File: config.mk
export PLATFORM = sky130hd
export DESIGN_NAME = game_flow_ctrl
export DESIGN_NICKNAME = d
export VERILOG_FILES = /design/src/rtl/game_pkg.sv /design/src/rtl/bcd_score_counter.sv /design/src/rtl/game_flow_ctrl.sv
export SDC_FILE = /design/constraint.sdc
export NUM_CORES = 1
export LEC_CHECK = 0
export CAP_MARGIN = 25
export CORE_UTILIZATION = 51
export DETAILED_ROUTE_END_ITERATION = 6
export GPL_ROUTABILITY_DRIVEN = 0
export PLACE_DENSITY = 0.85
export SLEW_MARGIN = 15
export SYNTH_ARGS = -nofsm -noshare
export SYNTH_HDL_FRONTEND = slang
export SYNTH_SLANG_ARGS = --single-unit
export TNS_END_PERCENT = 5
File: constraint.sdc
create_clock -name clk -period 2.2 [get_ports clk]
set_input_delay 0.44 -clock clk [delete_from_list [all_inputs] [get_ports clk]]
set_output_delay 0.44 -clock clk [all_outputs]
set_load 0.02 [all_outputs]
File: src/rtl/game_pkg.sv
// ============================================================
// game_pkg : shared state codes, default parameters, BCD helper
// Rev 1.0
// ============================================================
`default_nettype none

package game_pkg;

  typedef enum logic [2:0] {
    ST_START = 3'd0,
    ST_ARM   = 3'd1,
    ST_PLAY  = 3'd2,
    ST_DYING = 3'd3,
    ST_OVER  = 3'd4
  } state_t;

  localparam int unsigned c_reset_frames_dflt = 2;
  localparam int unsigned c_death_frames_dflt = 60;
  localparam int unsigned c_boss_score_dflt   = 20;

  localparam int unsigned c_frame_w = 8;
  localparam int unsigned c_kill_w  = 14;
  localparam logic [15:0] c_bcd_max = 16'h9999;

  function automatic logic [3:0] bcd_digit_inc(input logic [3:0] d);
    return (d == 4'd9) ? 4'd0 : d + 4'd1;
  endfunction

endpackage

`default_nettype wire

File: src/rtl/bcd_score_counter.sv
// ============================================================
// bcd_score_counter : four-digit BCD up-counter, saturating at 9999
// Rev 1.0
// ============================================================
`default_nettype none

module bcd_score_counter
  import game_pkg::*;
(
  input  logic        clk,
  input  logic        rst_n,
  input  logic        i_inc,
  input  logic        i_clr,
  output logic        o_sat,
  output logic [15:0] o_value
);

  logic [15:0] r_value;
  logic [3:0]  w_carry;

  assign o_sat      = (r_value == c_bcd_max);
  assign o_value    = r_value;
  assign w_carry[0] = i_inc & ~o_sat;

  // A digit advances only when every lower digit is about to roll over.
  generate
    for (genvar gi = 1; gi < 4; gi++) begin : g_carry
      assign w_carry[gi] = w_carry[gi-1] & (r_value[(gi-1)*4 +: 4] == 4'd9);
    end
  endgenerate

  always_ff @(posedge clk or negedge rst_n) begin
    if (!rst_n) begin
      r_value <= '0;
    end else if (i_clr) begin
      r_value <= '0;
    end else begin
      for (int i = 0; i < 4; i++) begin
        if (w_carry[i]) r_value[i*4 +: 4] <= bcd_digit_inc(r_value[i*4 +: 4]);
      end
    end
  end

endmodule

`default_nettype wire

File: src/rtl/game_flow_ctrl.sv
// ============================================================
// game_flow_ctrl : game screen sequencer, score and boss request
// Rev 1.0
// ============================================================
`default_nettype none

module game_flow_ctrl
  import game_pkg::*;
#(
  parameter int unsigned RESET_FRAMES = c_reset_frames_dflt,
  parameter int unsigned DEATH_FRAMES = c_death_frames_dflt,
  parameter int unsigned BOSS_SCORE   = c_boss_score_dflt
)
(
  input  logic        clk,
  input  logic        rst_n,
  input  logic        i_enter,
  input  logic        i_vsync,
  input  logic [3:0]  i_present_health,
  input  logic        i_ep_boom,
  output logic        o_start_en,
  output logic        o_play_en,
  output logic        o_end_en,
  output logic        o_game_rst,
  output logic        o_blink,
  output logic [15:0] o_score,
  output logic        o_boss_req,
  output logic [2:0]  o_state
);

  localparam logic [c_frame_w-1:0] c_reset_frames = c_frame_w'(RESET_FRAMES);
  localparam logic [c_frame_w-1:0] c_death_frames = c_frame_w'(DEATH_FRAMES);
  localparam logic [c_kill_w-1:0]  c_boss_score   = c_kill_w'(BOSS_SCORE);

  state_t               r_state, w_state_nxt;
  logic                 r_enter_meta, r_enter_sync, r_enter_prev;
  logic [1:0]           r_prime;
  logic                 r_seen_low;
  logic                 r_vsync_d;
  logic [c_frame_w-1:0] r_frame_cnt;
  logic [c_frame_w-1:0] w_cnt_inc;
  logic [c_kill_w-1:0]  r_kill;
  logic                 r_start_en, r_play_en, r_end_en, r_game_rst, r_blink, r_boss_req;
  logic                 w_press, w_tick, w_inc, w_arm_entry, w_state_chg, w_score_sat;

  // r_prime marks when the sync flop holds a real sample rather than its reset value,
  // so enter held through reset cannot fake a low level.
  always_ff @(posedge clk or negedge rst_n) begin
    if (!rst_n) begin
      r_enter_meta <= 1'b0;
      r_enter_sync <= 1'b0;
      r_enter_prev <= 1'b0;
      r_prime      <= 2'b00;
      r_seen_low   <= 1'b0;
      r_vsync_d    <= 1'b0;
    end else begin
      r_enter_meta <= i_enter;
      r_enter_sync <= r_enter_meta;
      r_enter_prev <= r_enter_sync;
      r_prime      <= {r_prime[0], 1'b1};
      if (r_prime[1] && !r_enter_sync) r_seen_low <= 1'b1;
      r_vsync_d    <= i_vsync;
    end
  end

  assign w_press     = r_enter_sync & ~r_enter_prev & r_seen_low;
  assign w_tick      = r_vsync_d & ~i_vsync;
  assign w_cnt_inc   = r_frame_cnt + 1'b1;
  assign w_state_chg = (w_state_nxt != r_state);
  assign w_arm_entry = (w_state_nxt == ST_ARM) && (r_state != ST_ARM);
  assign w_inc       = i_ep_boom && (r_state == ST_PLAY);

  always_comb begin
    w_state_nxt = r_state;
    case (r_state)
      ST_START: if (w_press) w_state_nxt = ST_ARM;
      ST_ARM:   if (w_tick && (w_cnt_inc >= c_reset_frames)) w_state_nxt = ST_PLAY;
      ST_PLAY:  if (i_present_health == 4'd0) w_state_nxt = ST_DYING;
      ST_DYING: if (w_tick && (w_cnt_inc >= c_death_frames)) w_state_nxt = ST_OVER;
      ST_OVER:  if (w_press) w_state_nxt = ST_ARM;
      default:  w_state_nxt = ST_START;
    endcase
  end

  always_ff @(posedge clk or negedge rst_n) begin
    if (!rst_n) begin
      r_state     <= ST_START;
      r_frame_cnt <= '0;
    end else begin
      r_state <= w_state_nxt;
      if (w_state_chg) r_frame_cnt <= w_tick ? c_frame_w'(1) : '0;
      else if (w_tick) r_frame_cnt <= w_cnt_inc;
    end
  end

  // Outputs are decoded from the next state so they line up with r_state.
  always_ff @(posedge clk or negedge rst_n) begin
    if (!rst_n) begin
      r_start_en <= 1'b1;
      r_play_en  <= 1'b0;
      r_end_en   <= 1'b0;
      r_game_rst <= 1'b0;
      r_blink    <= 1'b1;
    end else begin
      r_start_en <= (w_state_nxt == ST_START) || (w_state_nxt == ST_ARM);
      r_play_en  <= (w_state_nxt == ST_PLAY) || (w_state_nxt == ST_DYING);
      r_end_en   <= (w_state_nxt == ST_OVER);
      r_game_rst <= (w_state_nxt == ST_ARM);
      if (w_state_nxt != ST_DYING) r_blink <= 1'b1;
      else if ((r_state == ST_DYING) && w_tick && (w_cnt_inc[2:0] == 3'd0)) r_blink <= ~r_blink;
    end
  end

  always_ff @(posedge clk or negedge rst_n) begin
    if (!rst_n) begin
      r_kill     <= '0;
      r_boss_req <= 1'b0;
    end else if (w_arm_entry) begin
      r_kill     <= '0;
      r_boss_req <= 1'b0;
    end else begin
      if (w_inc && (r_kill != {c_kill_w{1'b1}})) r_kill <= r_kill + 1'b1;
      if (r_kill >= c_boss_score) r_boss_req <= 1'b1;
    end
  end

  bcd_score_counter u_score (
    .clk     (clk),
    .rst_n   (rst_n),
    .i_inc   (w_inc & ~w_score_sat),
    .i_clr   (w_arm_entry),
    .o_sat   (w_score_sat),
    .o_value (o_score)
  );

  assign o_start_en = r_start_en;
  assign o_play_en  = r_play_en;
  assign o_end_en   = r_end_en;
  assign o_game_rst = r_game_rst;
  assign o_blink    = r_blink;
  assign o_boss_req = r_boss_req;
  assign o_state    = r_state;

endmodule

`default_nettype wire

# Word level (Yosys, flattened, before mapping)

Index checks and enable logic that the tools add are counted.

Input bits: 9
Register bits: 54
Output and inout bits: 25
Word-level logic and storage cells: 104

Bitwise operators: 12
Reductions and logical operators: 24
Magnitude comparators: 3
Equal/unequal tests: 17
Add/subtract/negate cells: 6
Multiplexer cells: 23

Operators by type and width:

| cell                                                  | number |
|---|---|
| 2-to-1 mux 4 bit                                      | 8 |
| 2-to-1 mux 14 bit                                     | 2 |
| adder 4 x 1 -> 4 bit (second input constant)          | 4 |
| equality test 16 bit (second input constant)          | 1 |
| equality test 4 bit (second input constant)           | 4 |
| 2-to-1 mux 16 bit                                     | 1 |
| 2-to-1 mux 8 bit                                      | 2 |
| nonzero test 2 bit                                    | 8 |
| adder 14 x 1 -> 14 bit (second input constant)        | 1 |
| >= comparator 14 x 5 -> 1 bit (second input constant) | 1 |
| != test 14 bit (second input constant)                | 1 |
| equality test 3 x 2 -> 1 bit (second input constant)  | 4 |
| 2-to-1 mux 3 bit                                      | 4 |
| one-hot mux 3 bit (4 select lines)                    | 1 |
| logical NOT 3 bit                                     | 3 |
| adder 8 x 1 -> 8 bit (second input constant)          | 1 |
| AND 1 bit                                             | 8 |
| >= comparator 8 x 2 -> 1 bit (second input constant)  | 1 |
| >= comparator 8 x 6 -> 1 bit (second input constant)  | 1 |
| logical AND 1 bit                                     | 8 |
| equality test 3 x 1 -> 1 bit (second input constant)  | 2 |
| equality test 3 bit (second input constant)           | 2 |
| 2-to-1 mux 1 bit                                      | 5 |
| logical NOT 4 bit                                     | 1 |
| other kinds (7)                                       | 11 |

# Depth between registers and ports, before layout

Gate-level depths: netlist of the first run.

Word-level depth: 9
Depth in mapped cells: 10
Depth with buffers taken out: 8

# Modules after synthesis

From an unflattened synthesis of the first run, not the netlist that was laid out.

Cells, all modules: 306
Area, all modules: 3067.9 µm²

By module, submodules not included:

| module            | sequential area each (µm²) | instances | cells each | area an instance (µm²) |
|---|---|---|---|---|
| game_flow_ctrl    | 953.4                      | 1         | 204        | 2080.7 |
| bcd_score_counter | 400.4                      | 1         | 102        | 987.2 |

# Worst setup path after synthesis of the first run

No wires, ideal clock.

Path kind: flip-flop to flip-flop
Start: register u_score.r_value[9], in the netlist u_score.o_value[9]
End: register u_score.r_value[11], in the netlist u_score.o_value[11]
Setup time: 78 ps
Stages on the path, launching flop included: 10
Data arrival time: 2256 ps
Setup slack: -134 ps
Path buffers: 2
Period minus slack after synthesis: 2334 ps
Cell sequence: dfrtp_1 inv_1 ha_1 and3b_1 buf_6 a311o_4 or2_1 buf_6 or3_1 a21oi_1

Longest elaborated chain between the ends: 7
Elaborated cells on any way between the ends: 12

Ends and longest elaborated chain:

| element                           | RTL line                                       | RTL |
|---|---|---|
| from (decl)                       | bcd_score_counter.sv:18                        | `logic [15:0] r_value;` |
| from (signal, indexed assignment) | bcd_score_counter.sv:39                        | `if (w_carry[i]) r_value[i*4 +: 4] <= bcd_digit_inc(r_value[i*4 +: 4]);` |
| equality test 16 bit              | bcd_score_counter.sv:21                        | `assign o_sat = (r_value == c_bcd_max);` |
| NOT 1 bit                         | bcd_score_counter.sv:23, game_flow_ctrl.sv:130 |  |
| AND 1 bit                         | game_flow_ctrl.sv:130                          | `.i_inc (w_inc & ~w_score_sat),` |
| AND 1 bit                         | bcd_score_counter.sv:23                        | `assign w_carry[0] = i_inc & ~o_sat;` |
| AND 1 bit (2 in series)           | bcd_score_counter.sv:28                        | `assign w_carry[gi] = w_carry[gi-1] & (r_value[(gi-1)*4 +: 4] == 4'd9);` |
| nonzero test 2 bit (no line)      | n/a                                            |  |

Several ways; a longest one is shown, not always the timed one. The select of a mux whose other input is x is not followed.
A chain may end at the register's enable or synchronous reset.

# Worst setup path after layout of the first run

Start: register r_frame_cnt[1]
End: register r_frame_cnt[0]

Longest elaborated chain between the ends: 7
Elaborated cells on any way between the ends: 11

Ends and longest elaborated chain:

| element                                                                             | RTL line                                   | RTL |
|---|---|---|
| from (decl)                                                                         | game_flow_ctrl.sv:40                       | `logic [c_frame_w-1:0] r_frame_cnt;` |
| from (signal assigned)                                                              | game_flow_ctrl.sv:91                       | `if (w_state_chg) r_frame_cnt <= w_tick ? c_frame_w'(1) : '0;` |
| from (signal assigned)                                                              | game_flow_ctrl.sv:92                       | `else if (w_tick) r_frame_cnt <= w_cnt_inc;` |
| adder 8 x 1 -> 8 bit (*)                                                            | game_flow_ctrl.sv:68                       | `assign w_cnt_inc = r_frame_cnt + 1'b1;` |
| >= comparator 8 x 6 -> 1 bit / >= comparator 8 x 2 -> 1 bit (equally long branches) | game_flow_ctrl.sv:79, game_flow_ctrl.sv:77 |  |
| logical AND 1 bit (on tied branches)                                                | game_flow_ctrl.sv:79, game_flow_ctrl.sv:77 |  |
| 2-to-1 mux 3 bit (on tied branches)                                                 | game_flow_ctrl.sv:79, game_flow_ctrl.sv:77 |  |
| one-hot mux 3 bit (4 select lines) (*)                                              | game_flow_ctrl.sv:75                       | `case (r_state)` |
| != test 3 bit (*)                                                                   | game_flow_ctrl.sv:69                       | `assign w_state_chg = (w_state_nxt != r_state);` |
| 2-to-1 mux 8 bit / nonzero test 2 bit (equally long branches)                       | n/a                                        |  |

Every way passes the cells marked *; elsewhere a longest branch is shown, timed or not.

==> results of run 1 <==
cells in the final DEF, fill, tap and decap left out, types with 4 or more instances in the layout:
cell / instances
dfrtp_1: 47
nor2_1: 46
clkdlybuf4s50_1: 32
buf_4: 24
a21oi_1: 18
xor2_1: 16
nand3_1: 14
nand2_1: 13
inv_1: 12
xnor2_1: 10
nor3_1: 10
ha_1: 10
nand4_1: 9
nor2b_1: 7
o21ai_0: 6
and3b_1: 6
and3_1: 5
clkbuf_8: 5
dfrtp_2: 5
nor4_1: 4
mux2i_1: 4
timing repair:
action / CTS / global route
pin swaps: 0 / 9
gates resized for setup: 1 / 15
setup endpoints to repair: 7 / 9
setup buffers: 0 / 2
critical path: cells and delay by family, from the launching register on:
kind                     cells  cell delay (ns)
AO/OA/AOI/OAI                4             1.07
AND/OR/NAND/NOR              1             0.24
XOR/XNOR                     1             0.16
flip-flops                   1             0.41
adder cells (fa/ha/maj)      1             0.17
per-layer routing:
layer  vias to the layer above  wire length (um)  global-route usage (%)
met5                         -                 0                       0
li1                       1171                 -                       -
met2                        70              3180                    37.4
met1                      1199              2840                    27.9
met4                         0                61                    5.56
met3                         6               234                    3.37
flip-flops by register name (all words and copies together) (netlist names), 2 cells and up:
register	flops
r_frame_cnt	8
r_kill	14
r_prime	2
u_score.o_value	16
o_state	3
final timing paths:
path | startpoint | cells after the start | to | slack (ns)
max | r_frame_cnt[1] | 7 | r_frame_cnt[0] | 0.04
min | rst_n | 2 | o_game_rst | 0.23
max reg2reg | r_frame_cnt[1] | 7 | r_frame_cnt[0] | 0.04
min reg2reg | r_enter_meta | 0 | r_enter_sync | 0.36
max in group asynchronous | rst_n | 2 | r_frame_cnt[3] | 1.46
min in group clk | r_enter_meta | 0 | r_enter_sync | 0.36
stage by stage:
step                      power, mW  util, %  std cells  setup TNS [ns]  cell area (um2)
after global placement         2.31     62.8        423           -1.12             3500
after floorplan                1.93        -        311         -0.0161             3000
final                          3.08     66.5        433               0             3710
after global routing           3.27     66.5        433          -0.265             3710
after detailed placement       2.35     62.8        423           -1.94             3500
after CTS                      3.03     64.9        431         -0.0158             3620
power groups by stage:
stage	Sequential, mW	Combinational [mW]	Clock [mW]
after global routing	1.31	1.22	0.736
final	1.29	1.11	0.679
after global placement	1.29	1.02	0
after CTS	1.28	1.06	0.683
after floorplan	1.38	0.552	0
after detailed placement	1.30	1.05	0
cell families (layout without fill, tap and decap cells):
| kind of cell | count (synthesis) | after routing |
|---|---|---|
| AND/OR/NAND/NOR | 138 | 138 |
| flip-flops | 54 | 54 |
| AO/OA/AOI/OAI | 45 | 45 |
| buffers and inverters | 29 | 79 |
| XOR/XNOR | 26 | 26 |
| adder cells (fa/ha/maj) | 13 | 13 |
| multiplexers | 5 | 5 |
| other | 1 | 1 |
cell type report:
| class | count | area [um2] | area share (%) |
|---|---|---|---|
| Clock buffer | 5 | 68.8 | 1.86 |
| Clock inverter | 3 | 43.8 | 1.18 |
| Inverter | 13 | 48.8 | 1.32 |
| Multi-Input combinational cell | 228 | 1580 | 42.6 |
| Sequential cell | 54 | 1360 | 36.7 |
| Tap cell | 72 | 90.1 | 2.43 |
| Timing Repair Buffer | 58 | 517 | 13.9 |
==> run_results.csv, run 1 <==
group,metric,value,unit
worst_setup_path,cp-end-kind,"flop",
global_route,grt_max_degree,55,
placement,portBuffers,33,
worst_setup_path,critPathSlowestCell,"a2111oi_4",
pwr,switchingPower,1.08,mW
sta,fmax,462,MHz
route,avgViaCountPerCell,5.65,
floorplanning,die_area,6140,um2
clocking,cts_tree,"built",
layout,n_fill_cell,413,
global_route,grt_pass1_vias,2344,
sta,hold_viol_final,0,
route,drt-initial-drc-count,172,
status,status,"finished, final reports clean",
yosys,synth-seq-area-share,45.5,%
route,wl_per_cell,14.6,um
worst_setup_path,crit_type,"flop to flop",
route,postRouteAntennaNets,0,
global_route,grt_pass1_wl,10600,um
floorplanning,die_y,78.4,um
yosys,synth_flop_cell,"dfrtp_1",
yosys,synth-xor-area-share,7.65,%
pwr,power_frac_seq,42.0,%
global_route,grt_antenna_before_repair,0,
yosys,synth_async_sr_flop_share,100,%
clocking,clock_sinks,54,
sta,setup_viol,0,
yosys,yosysMostFrequentCell,"dfrtp_1",
global_route,grt_use_total,21.5,%
layout,diodes,0,
pwr,power.clock.fraction,22.1,%
pwr,leakagePower,1.60,nW
sta,skew,0.0117,ns
pwr,comb_power_share,36.0,%
worst_setup_path,critPathLaunchType,"flop",
yosys,synth_compound_area_share,10.8,%
floorplanning,std_cell_rows,27,
pwr,swShare,35.1,%
yosys,netlist_top_cells_count,"dfrtp_1, nor2_1, a21oi_1",
clocking,clk_latency,0.31,ns
floorplanning,fp.dieW,78.4,um
flow_run,drv_cap,0,
yosys,ys_ff_latch,54,
route,dr_total_vias,2446,
yosys,syn_nets,333,
yosys,syn_area,2980,um2
route,first_pass_iters,4,
clocking,ctsHoldBuffers,0,
layout,final_nets,382,
pwr,peakVddDrop,0.000554,V
clocking,clk_pin_slew,0.10,ns
yosys,synth_fa_ha_area_share,5.47,%
pwr,powerDensity,831,nW/um2
sta,rsz0062_at_grt,"true",
yosys,synth.avg_cell_area,9.57,um2
floorplanning,core,5570,um2
clocking,ctsHtreeMaxLevel,2,
clocking,cts_buffer_depth,2,
layout,area_delta_synth_final,24.6,%
sta,holdWs,0.231,ns
yosys,synth_top_area_cell,"dfrtp_1",
worst_hold_path,hold_class,"primary input to async pin",
yosys,synthMuxAreaShare,1.72,%
sta,min_period_over_period,98.3,%
floorplanning,io-pin-count,34,
pwr,p_int,2.00,mW
worst_setup_path,arrival,2.36,ns
yosys,syn_inst,311,
route,routed_wirelength,6310,um
yosys,synth_edf_count,0,
sta,relSlewSlack,54.3,%
route,drc,0,
yosys,synth-simple-area-share,24.1,%
worst_setup_path,crit_chain,"ha_4 > and4_4 > o2111a_1 > o211ai_1 > a2111oi_4 > o221ai_2 > xnor2_1",
sta,drv_slew,0,
sta,period_minus_slack,2.16,ns
global_route,grt-ovfl-total,0,
worst_setup_path,worstPathRequired,2.40,ns
yosys,synth.area.top_cells,"dfrtp_1, nor2_1, ha_1",
yosys,synth_top_area_share,43.7,%
yosys,ys_warn_count,0,
clocking,numCtsBuffers,5,
clocking,cts-root-buf,"clkbuf_8",
placement,dpl.hpwl,4350,um
sta,worstMarginPinSlew,0.685,ns
yosys,synth_top_family_by_area,"simple AND/OR/NAND/NOR gates",
sta,setup_ws,0.0378,ns
worst_setup_path,crit_fanout,3,
yosys,ys_types,52,
layout,drive_gt1_share,17.2,%
floorplanning,initial_core_util,53.4,%
placement,place_ws,-0.168,ns
worst_setup_path,max_stage_delay,0.51,ns
No activity file was read; power rests on OpenSTA's default activity.
==> inputs of run 2 (changes only) <==
--- a/config.mk
+++ b/config.mk
@@ -6,6 +6,7 @@
 export NUM_CORES = 1
 export LEC_CHECK = 0
 export CAP_MARGIN = 25
+export CORE_MARGIN = 2
 export CORE_UTILIZATION = 51
 export DETAILED_ROUTE_END_ITERATION = 6
 export GPL_ROUTABILITY_DRIVEN = 0
==> run 2 against run 1 <==
Via count shrank 0.70%. Largest cell class unchanged. Routed wire length shrank 1.0%. Largest power group unchanged. Sequential share of layout area grew 0.39 points. Critical endpoint unchanged.
==> run_results.csv, run 2 (same netlist as run 1, synthesis figures left out) <==
group,metric,value,unit
sta,setup_tns,0,ns
route,routed_wirelength,6250,um
route,first_pass_iters,4,
worst_setup_path,max_stage_delay,0.40,ns
placement,placed_area,3530,um2
sta,holdWs,0.136,ns
worst_setup_path,critPathLaunchType,"flop",
worst_setup_path,arrival,2.31,ns
pwr,power,2.95,mW
worst_setup_path,worstPathRequired,2.39,ns
clocking,ctsHtreeMaxLevel,2,
worst_setup_path,reg2reg_slack,0.08,ns
global_route,grt_use_total,20.2,%
flow_run,drv_cap,0,
worst_setup_path,crit-reg2reg-launch,"r_frame_cnt[0]",
sta,skew,0.0160,ns
worst_setup_path,cp-end-kind,"flop",
clocking,cts_tree,"built",
route,drc,0,
worst_setup_path,crit_fanout,3,
worst_setup_path,reg2reg_depth,7,
clocking,cts_buffer_depth,2,
floorplanning,die_area,6460,um2
route,postRouteAntennaNets,0,
route,wl_per_cell,14.4,um
layout,mostFrequentLayoutCells,"nor2_1, dfrtp_1, clkdlybuf4s50_1, buf_4, a21oi_1",
layout,final_nets,383,
clocking,clk_pin_slew,0.10,ns
global_route,grt-ovfl-total,0,
worst_hold_path,hold_class,"primary input to async pin",
worst_setup_path,critPathTopFamily,"compound AO/OA/AOI/OAI gates",
layout,seqCellArea,1360,um2
floorplanning,core,5570,um2
floorplanning,die_y,80.4,um
worst_setup_path,crit_type,"flop to flop",
layout,multi_input_area,1550,um2
worst_setup_path,critPathBufInv,0,
global_route,grt_max_degree,32,
worst_setup_path,crit_chain,"ha_1 > and4_1 > a211oi_2 > o211ai_1 > a2111oi_4 > o221ai_1 > xnor2_1",
floorplanning,std_cell_rows,27,
clocking,clk_latency,0.31,ns
pwr,peakVddDrop,0.000536,V
sta,period_minus_slack,2.12,ns
sta,setup_viol,0,
sta,hold_viol_final,0,
worst_setup_path,startpoint,"r_frame_cnt[0]",
floorplanning,io-pin-count,34,
sta,drv_slew,0,
layout,largest_reg_flops,16,
clocking,numCtsBuffers,5,
layout,area_delta_synth_final,23.1,%
clocking,clock_sinks,54,
sta,relSlewSlack,59.9,%
floorplanning,fp.dieW,80.4,um
floorplanning,initial_core_util,53.4,%
layout,diodes,0,
placement,portBuffers,33,
sta,rsz0062_at_grt,"true",
global_route,grt_pass1_vias,2349,
sta,fmax,472,MHz
pwr,powerDensity,806,nW/um2
status,status,"finished, final reports clean",
worst_setup_path,rr_endpoint,"r_frame_cnt[0]",
route,dr_total_vias,2429,
placement,dpl.hpwl,4340,um
route,drt-initial-drc-count,172,
global_route,grt_pass1_wl,10200,um
pwr,leakagePower,1.61,nW
clocking,cts-root-buf,"clkbuf_8",
route,avgViaCountPerCell,5.60,
sta,worstMarginPinSlew,0.602,ns
layout,fin_area,3660,um2
layout,n_fill_cell,427,
layout,drive_gt1_share,15.5,%
sta,min_period_over_period,96.3,%
worst_setup_path,critPathSlowestCell,"dfrtp_1",
layout,final_common_cell,"nor2_1",
global_route,grt_antenna_before_repair,0,
==> run 2: cell types whose count changed in the layout (fill, tap and decap cells not counted), sizes merged <==
cell,change
inv,-1
clkbuf,+1
bufinv,-1
clkinv,+1
buf,+1
==> run 2: power by group <==
group | total, mW | internal (mW) | switching, mW | leakage, nW
registers | 1.27 | 1.14 | 0.133 | 0.699
logic | 1.13 | 0.515 | 0.615 | 0.863
clock network | 0.552 | 0.226 | 0.327 | 0.0452
total | 2.95 | 1.88 | 1.08 | 1.61
==> run 2: how the worst max path moves through the flow <==
stage	slack [ns]	depth (start not counted)	endpoint
after floorplan	-0.02	8	u_score.o_value[11]
after global placement	-0.28	7	r_kill[12]
after detailed placement	-0.34	7	r_kill[11]
after CTS	0.01	7	r_kill[11]
after global routing	-0.02	7	r_frame_cnt[2]
final	0.08	7	r_frame_cnt[0]
==> run 2: worst reg2reg max path, delay by kind of cell, from the launching register on <==
kind	cells	cell delay [ns]
xor+xnor	1	0.16
compound gates	4	1.02
flops	1	0.40
fa+ha+maj	1	0.23
simple gates	1	0.20
==> run 2: timing repair <==
item | in CTS | in global routing
setup endpoints to repair | 2 | 15
hold buffers | 0 | 0
gates resized for setup | 1 | 5
pin swaps | 0 | 1
buffers inserted | 0 | 1
==> run 2: final cells by class <==
cell class / count / share of cell area [%]
Tap cell: 72 / 2.46
Multi-Input combinational cell: 228 / 42.2
Clock inverter: 2 / 0.376
Timing Repair Buffer: 59 / 14.5
Sequential cell: 54 / 37.1
Clock buffer: 6 / 1.98
Inverter: 13 / 1.33
==> run 2: per-stage QoR <==
step | util (%) | cells | setup slack, ns
3_5_place_dp | 63.3 | 425 | -0.340
2_1_floorplan | - | 311 | -0.0161
6_report | 65.7 | 434 | 0.0821
5_1_grt | 65.7 | 434 | -0.0239
3_3_place_gp | 63.3 | 425 | -0.276
4_1_cts | 64.9 | 433 | 0.0107
==> run 2: metal layers <==
metal	GRT usage, %	up-vias	share of wire, %
met5	0	-	0
met4	8.14	0	0.64
met3	3.82	2	3.5
met2	34.5	56	51
met1	25.1	1195	45
li1	-	1176	-
==> inputs of run 3 (changes only) <==
--- a/config.mk
+++ b/config.mk
@@ -8,10 +8,11 @@
 export CAP_MARGIN = 25
 export CORE_MARGIN = 2
 export CORE_UTILIZATION = 51
+export CTS_CLUSTER_DIAMETER = 60
 export DETAILED_ROUTE_END_ITERATION = 6
 export GPL_ROUTABILITY_DRIVEN = 0
 export PLACE_DENSITY = 0.85
-export SLEW_MARGIN = 15
+export SLEW_MARGIN = 0
 export SYNTH_ARGS = -nofsm -noshare
 export SYNTH_HDL_FRONTEND = slang
 export SYNTH_SLANG_ARGS = --single-unit
==> results of run 3 <==
The final DEF is identical to that of run 2; final timing and power are the same.
